**config.mk**
```make
export PLATFORM = sky130hd
export DESIGN_NAME = sap_memory_block_flat
export DESIGN_NICKNAME = d
export VERILOG_FILES = /design/src/rtl/sap_pkg.sv /design/src/rtl/sap_memory_block_if.sv /design/src/rtl/sap_ram16x8.sv /design/src/rtl/sap_memory_block.sv /design/src/flat_wrapper.sv
export SDC_FILE = /design/constraint.sdc
export NUM_CORES = 1
export LEC_CHECK = 0
export BUFFER_PORTS_ARGS = -buffer_cell sky130_fd_sc_hd__buf_2
export CELL_PAD_IN_SITES_DETAIL_PLACEMENT = 0
export CELL_PAD_IN_SITES_GLOBAL_PLACEMENT = 1
export CORE_MARGIN = 2
export CORE_UTILIZATION = 30
export CTS_BUF_LIST = sky130_fd_sc_hd__clkbuf_8
export CTS_CLUSTER_DIAMETER = 50
export CTS_CLUSTER_SIZE = 12
export DETAILED_ROUTE_END_ITERATION = 6
export GPL_TIMING_DRIVEN = 1
export PLACE_DENSITY_LB_ADDON = 0.1
export SLEW_MARGIN = 10
export SYNTH_ARGS = -nofsm -noshare
export SYNTH_HDL_FRONTEND = slang
export SYNTH_SLANG_ARGS = --single-unit
```
**constraint.sdc**
```tcl
create_clock -name clk -period 5 [get_ports clk]
set_clock_uncertainty 0.15 [all_clocks]
set_input_delay 1 -clock clk [delete_from_list [all_inputs] [get_ports clk]]
set_output_delay 1 -clock clk [all_outputs]
set_load 0.03 [all_outputs]
```
**src/rtl/sap_pkg.sv**
```systemverilog
// sap_pkg: widths and control-word bit positions shared across the SAP CPU blocks
package sap_pkg;
    localparam int ADDR_W = 4;
    localparam int DATA_W = 8;
    localparam int DEPTH  = 16;
    localparam int CTRL_L_MA = 0;
    localparam int CTRL_L_MD = 1;
    localparam int CTRL_CE   = 2;
    localparam int CTRL_L_R  = 3;
    localparam int CTRL_W    = 4;
endpackage

```
**src/rtl/sap_memory_block_if.sv**
```systemverilog
// sap_memory_block_if: bus, control strobes and programming port of the memory stage
interface sap_memory_block_if;
    import sap_pkg::*;
    logic [DATA_W-1:0] bus_in;
    logic              ctrl_mar_addr_load_n;
    logic              ctrl_mar_mem_load_n;
    logic              ctrl_ram_en_n;
    logic              ctrl_ram_load_n;
    logic [DATA_W-1:0] bus_out;
    logic              bus_out_en;
    logic              prog_mode;
    logic              prog_valid;
    logic [DATA_W-1:0] prog_data;
    logic              prog_ready;
    logic              prog_done;
    logic [ADDR_W-1:0] mar_addr;
    modport master (
        output bus_in, ctrl_mar_addr_load_n, ctrl_mar_mem_load_n, ctrl_ram_en_n, ctrl_ram_load_n,
        output prog_mode, prog_valid, prog_data,
        input  bus_out, bus_out_en, prog_ready, prog_done, mar_addr
    );
    modport slave (
        input  bus_in, ctrl_mar_addr_load_n, ctrl_mar_mem_load_n, ctrl_ram_en_n, ctrl_ram_load_n,
        input  prog_mode, prog_valid, prog_data,
        output bus_out, bus_out_en, prog_ready, prog_done, mar_addr
    );
endinterface

```
**src/rtl/sap_ram16x8.sv**
```systemverilog
// sap_ram16x8: unreset register-array RAM, synchronous write, asynchronous read
module sap_ram16x8
    import sap_pkg::*;
(
    input  logic              clk,
    input  logic              we,
    input  logic [ADDR_W-1:0] waddr,
    input  logic [DATA_W-1:0] wdata,
    input  logic [ADDR_W-1:0] raddr,
    output logic [DATA_W-1:0] rdata
);
    logic [DATA_W-1:0] mem [DEPTH];

    always_ff @(posedge clk)
        if (we) mem[waddr] <= wdata;

    assign rdata = mem[raddr];
endmodule

```
**src/rtl/sap_memory_block.sv**
```systemverilog
// sap_memory_block: MAR, MDR and 16x8 RAM of the SAP CPU, with a sequential programming port
module sap_memory_block
    import sap_pkg::*;
(
    input  logic               clk,
    input  logic               rst,
    sap_memory_block_if.slave  mb
);
    localparam logic [1:0] IDLE = 2'd0;
    localparam logic [1:0] LOAD = 2'd1;
    localparam logic [1:0] DONE = 2'd2;

    logic [1:0]        state;
    logic [ADDR_W-1:0] mar;
    logic [ADDR_W-1:0] ptr;
    logic [DATA_W-1:0] mdr;
    logic [DATA_W-1:0] ram_q;
    logic              run;
    logic              accept;
    logic              we;

    assign run    = !mb.prog_mode;
    assign accept = mb.prog_ready && mb.prog_valid;
    // reset wins over any write request on the same edge, so RAM stays untouched
    assign we     = !rst && (run ? !mb.ctrl_ram_load_n : accept);

    sap_ram16x8 u_ram (
        .clk   (clk),
        .we    (we),
        .waddr (run ? mar : ptr),
        .wdata (run ? mdr : mb.prog_data),
        .raddr (mar),
        .rdata (ram_q)
    );

    always_ff @(posedge clk) begin
        if (rst) begin
            state <= IDLE;
            ptr   <= '0;
            mar   <= '0;
            mdr   <= '0;
        end else begin
            if (run && !mb.ctrl_mar_addr_load_n) mar <= mb.bus_in[ADDR_W-1:0];
            if (run && !mb.ctrl_mar_mem_load_n) mdr <= mb.bus_in;
            if (run) begin
                state <= IDLE;
                ptr   <= '0;
            end else if (state == IDLE) begin
                state <= LOAD;
                ptr   <= '0;
            end else if (accept) begin
                ptr <= ptr + 1'b1;
                if (ptr == ADDR_W'(DEPTH - 1)) state <= DONE;
            end
        end
    end

    assign mb.bus_out_en = !rst && run && !mb.ctrl_ram_en_n;
    assign mb.bus_out    = mb.bus_out_en ? ram_q : '0;
    assign mb.prog_ready = state == LOAD && mb.prog_mode;
    assign mb.prog_done  = state == DONE;
    assign mb.mar_addr   = mar;
endmodule

```
**src/flat_wrapper.sv**
```systemverilog
// flat-port wrapper written by rule: the top's interface ports become plain ports
module sap_memory_block_flat import sap_pkg::*;
  (clk, rst, mb_bus_in, mb_ctrl_mar_addr_load_n, mb_ctrl_mar_mem_load_n, mb_ctrl_ram_en_n, mb_ctrl_ram_load_n, mb_prog_mode, mb_prog_valid, mb_prog_data, mb_bus_out, mb_bus_out_en, mb_prog_ready, mb_prog_done, mb_mar_addr);
  sap_memory_block_if mb_i ();
  input  logic clk;
  input  logic rst;
  input wire logic [$bits(mb_i.bus_in)-1:0] mb_bus_in;
  input wire logic [$bits(mb_i.ctrl_mar_addr_load_n)-1:0] mb_ctrl_mar_addr_load_n;
  input wire logic [$bits(mb_i.ctrl_mar_mem_load_n)-1:0] mb_ctrl_mar_mem_load_n;
  input wire logic [$bits(mb_i.ctrl_ram_en_n)-1:0] mb_ctrl_ram_en_n;
  input wire logic [$bits(mb_i.ctrl_ram_load_n)-1:0] mb_ctrl_ram_load_n;
  input wire logic [$bits(mb_i.prog_mode)-1:0] mb_prog_mode;
  input wire logic [$bits(mb_i.prog_valid)-1:0] mb_prog_valid;
  input wire logic [$bits(mb_i.prog_data)-1:0] mb_prog_data;
  output wire logic [$bits(mb_i.bus_out)-1:0] mb_bus_out;
  output wire logic [$bits(mb_i.bus_out_en)-1:0] mb_bus_out_en;
  output wire logic [$bits(mb_i.prog_ready)-1:0] mb_prog_ready;
  output wire logic [$bits(mb_i.prog_done)-1:0] mb_prog_done;
  output wire logic [$bits(mb_i.mar_addr)-1:0] mb_mar_addr;
  assign mb_i.bus_in = mb_bus_in;
  assign mb_i.ctrl_mar_addr_load_n = mb_ctrl_mar_addr_load_n;
  assign mb_i.ctrl_mar_mem_load_n = mb_ctrl_mar_mem_load_n;
  assign mb_i.ctrl_ram_en_n = mb_ctrl_ram_en_n;
  assign mb_i.ctrl_ram_load_n = mb_ctrl_ram_load_n;
  assign mb_i.prog_mode = mb_prog_mode;
  assign mb_i.prog_valid = mb_prog_valid;
  assign mb_i.prog_data = mb_prog_data;
  assign mb_bus_out = mb_i.bus_out;
  assign mb_bus_out_en = mb_i.bus_out_en;
  assign mb_prog_ready = mb_i.prog_ready;
  assign mb_prog_done = mb_i.prog_done;
  assign mb_mar_addr = mb_i.mar_addr;
  sap_memory_block u_core (.clk(clk), .rst(rst), .mb(mb_i));
endmodule
```
==> run_results.csv <==
group,metric,value,unit
timing,fin_crit,3960,ps
placement,gp_congestion,0.742,
logic_synthesis,yosys_warnings,0,
cells_and_area,final_common_cell,"edfxtp_1",
cells_and_area,mostFrequentLayoutCells,"128 x edfxtp_1, 38 x buf_2, 27 x mux4_1",
timing,slew_viol_final,0,
critical_path,critPathMaxStageDelay,500,ps
grt,grt_overflow_total,0,
die,io_pins,39,
route,antenna_left,0,
critical_path,crit_chain,"buf_2 -> nor3_1 -> nand2b_1 -> o22ai_1 -> buf_2",
clock_network,clk_pin_slew,80,ps
timing,tightest_slew,991,ps
logic_synthesis,ys.flop_type,"edfxtp_1",
timing,fin_tns_setup,0,ps
placement,port_buffers,38,
die,die_y,146,um
hold_path,min_to,"u_core.mdr[4]$_SDFFE_PP0P_",
logic_synthesis,synth_edf_count,128,
clock_network,htree_levels,4,
grt,grtUsageTotal,13.4,%
route,drcViolationCount,0,
critical_path,cp.arrival,2810,ps
timing,hold_slack,325,ps
critical_path,critical_path_class,"in -> out",
grt,grt_pass1_vias,3252,
logic_synthesis,synth.avg_cell_area,18.2,um^2
logic_synthesis,synth_cell_types,32,
critical_path,worst_r2r_endpoint,"u_core.u_ram.mem[4][0]$_DFFE_PP_",
logic_synthesis,syn_area,0.00605,mm^2
clock_network,cts.repair.resized,0,
route,firstDrtPassIters,4,
critical_path,cp-start-kind,"input port",
route,first_iter_violations,239,
timing,slew-limit-headroom,33.7,%
die,fp.coreArea,0.0197,mm^2
die,die_x,146,um
clock_network,holdBufCountCts,0,
timing,rsz0062_at_grt,"false",
die,dieArea,0.0213,mm^2
pwr,p_leak,2.26,nW
clock_network,postCtsSetupBuffers,0,
critical_path,reg2regPathDepth,3,
grt,antenna_found_initial,0,
die,start_util,30.8,%
clock_network,clock_latency,430,ps
critical_path,cp_max_fo,42,
route,wl_per_cell,20.9,um
cells_and_area,antenna_cells,0,
logic_synthesis,ys_seq_area_share,70.8,%
clock_network,cts_sinks,150,
hold_path,hp-start,"u_core.mdr[4]$_SDFFE_PP0P_",
route,vias,3160,
timing,final-hold-violation-count,0,
pwr,power,2.49,mW
critical_path,reg2reg_slack,2600,ps
logic_synthesis,async_flop_share,0,%
logic_synthesis,syn_nets,358,
cells_and_area,drive_above_1_share,22.1,%
critical_path,crit_path_top_delay_cell,"nor3_1",
cells_and_area,nNetsFinal,406,
hold_path,hold_path.class,"reg -> reg",
flow_run,maxCapViolCount,0,
placement,dpl.hpwl,8770,um
timing,clock.fmax,0.253,GHz
grt,grt_max_degree,43,
route,viasPerCell,4.80,
critical_path,required,3850,ps
timing,setup_violations,0,
clock_network,numCtsBuffers,17,
logic_synthesis,syn_inst,333,
clock_network,cts_tree,"yes",
critical_path,crit_top_cell,"buf_2",
pwr,power.density,358,mW/mm^2
timing,post-route-period-util,79.1,%
logic_synthesis,ys_ff_latch,150,
critical_path,critPathCaptureType,"primary output",
clock_network,clock_path_buffers,2,
cells_and_area,synthToLayoutAreaGrowth,14.8,%
die,row_count,51,
route,drt-total-wl,13800,um
hold_path,holdPathStages,2,
grt,grt_pass1_wl,20500,um
pwr,irDropWorstVdd,0.000148,V
run_status,outcome,"completed",
clock_network,cts_root_buffer,"clkbuf_8",
critical_path,rr_startpoint,"u_core.state[0]$_SDFFE_PP0P_",
[synthesized netlist by cell type, types with 3 or more instances]
cell / number / area, um^2
buf_4: 3 / 22.5
a21oi_1: 15 / 75.1
mux4_1: 27 / 709
mux2i_1: 16 / 160
a32oi_1: 4 / 35.0
o221ai_1: 4 / 35.0
nor2b_1: 3 / 18.8
mux2_2: 8 / 90.1
buf_6: 3 / 33.8
nor2_1: 21 / 78.8
clkbuf_1: 5 / 18.8
inv_1: 5 / 18.8
o22ai_1: 8 / 50.1
and3b_1: 4 / 35.0
nor3_1: 3 / 15.0
mux4_2: 5 / 113
nand3_1: 3 / 15.0
edfxtp_1: 128 / 3840
dfxtp_1: 22 / 440
o21ai_0: 15 / 75.1
nor3b_1: 4 / 30.0
buf_2: 3 / 15.0
nand2_1: 15 / 56.3
[stage by stage]
step           utilization, %  instances  worst slack [ps]  instance area (um^2)
2_1_floorplan               -        333              1140                  6050
3_3_place_gp             33.2        627              1200                  6530
3_5_place_dp             33.2        627              1120                  6530
4_1_cts                  35.4        658              1070                  6950
5_1_grt                  35.4        658               950                  6950
6_report                 35.4        658              1040                  6950
[flip-flops by register name, summed over array words and instances (netlist names), named ones only]
name,cells
u_core.mb.mar_addr,4
u_core.mdr,8
u_core.ptr,4
u_core.state,2
u_core.u_ram.mem,128
[layout make-up]
cell class	instances	area, um^2
clock buffers	17	234
clock inverters	14	186
fillers	1924	12700
inverters	5	18.8
multi-input cells	163	1660
flip-flops and latches	150	4290
well taps	265	332
repair buffers	44	235
[routing by layer]
layer | track usage [%] | routed length [um]
met1 | 18.4 | 6690
met3 | 3.59 | 513
met5 | 0 | 0
met2 | 21.0 | 6480
met4 | 3.98 | 102
[how the worst max path moves through the flow]
| stage | start | endpoint | depth (start not counted) |
|---|---|---|---|
| 6_report | mb_prog_mode | mb_bus_out[6] | 5 |
| 2_1_floorplan | rst | mb_bus_out[1] | 3 |
| 3_3_place_gp | mb_prog_mode | mb_bus_out[6] | 5 |
| 5_1_grt | mb_prog_mode | mb_bus_out[6] | 5 |
| 3_5_place_dp | mb_prog_mode | mb_bus_out[7] | 5 |
| 4_1_cts | register | mb_bus_out[5] | 5 |
[worst max-delay path, delay by kind of cell]
| family | cells | cell delay (ps) |
|---|---|---|
| buffers and inverters | 2 | 580 |
| AND/OR/NAND/NOR | 2 | 840 |
| AO/OA/AOI/OAI | 1 | 370 |
[cells by family after synthesis]
kind of cell	share of synthesized area [%]
AO/OA/AOI/OAI	4.59
XOR/XNOR	0.145
adder cells (fa/ha/maj)	0.207
buffers and inverters	1.86
flip-flops	70.8
multiplexers	17.7
AND/OR/NAND/NOR	4.73
[power breakdown]
part | switching, mW | internal, mW | total (mW)
combinational | 0.0809 | 0.0472 | 0.128
clock | 0.442 | 0.538 | 0.980
sequential | 0.0111 | 1.37 | 1.38
total | 0.534 | 1.96 | 2.49
(Power assumes the default switching activity.)
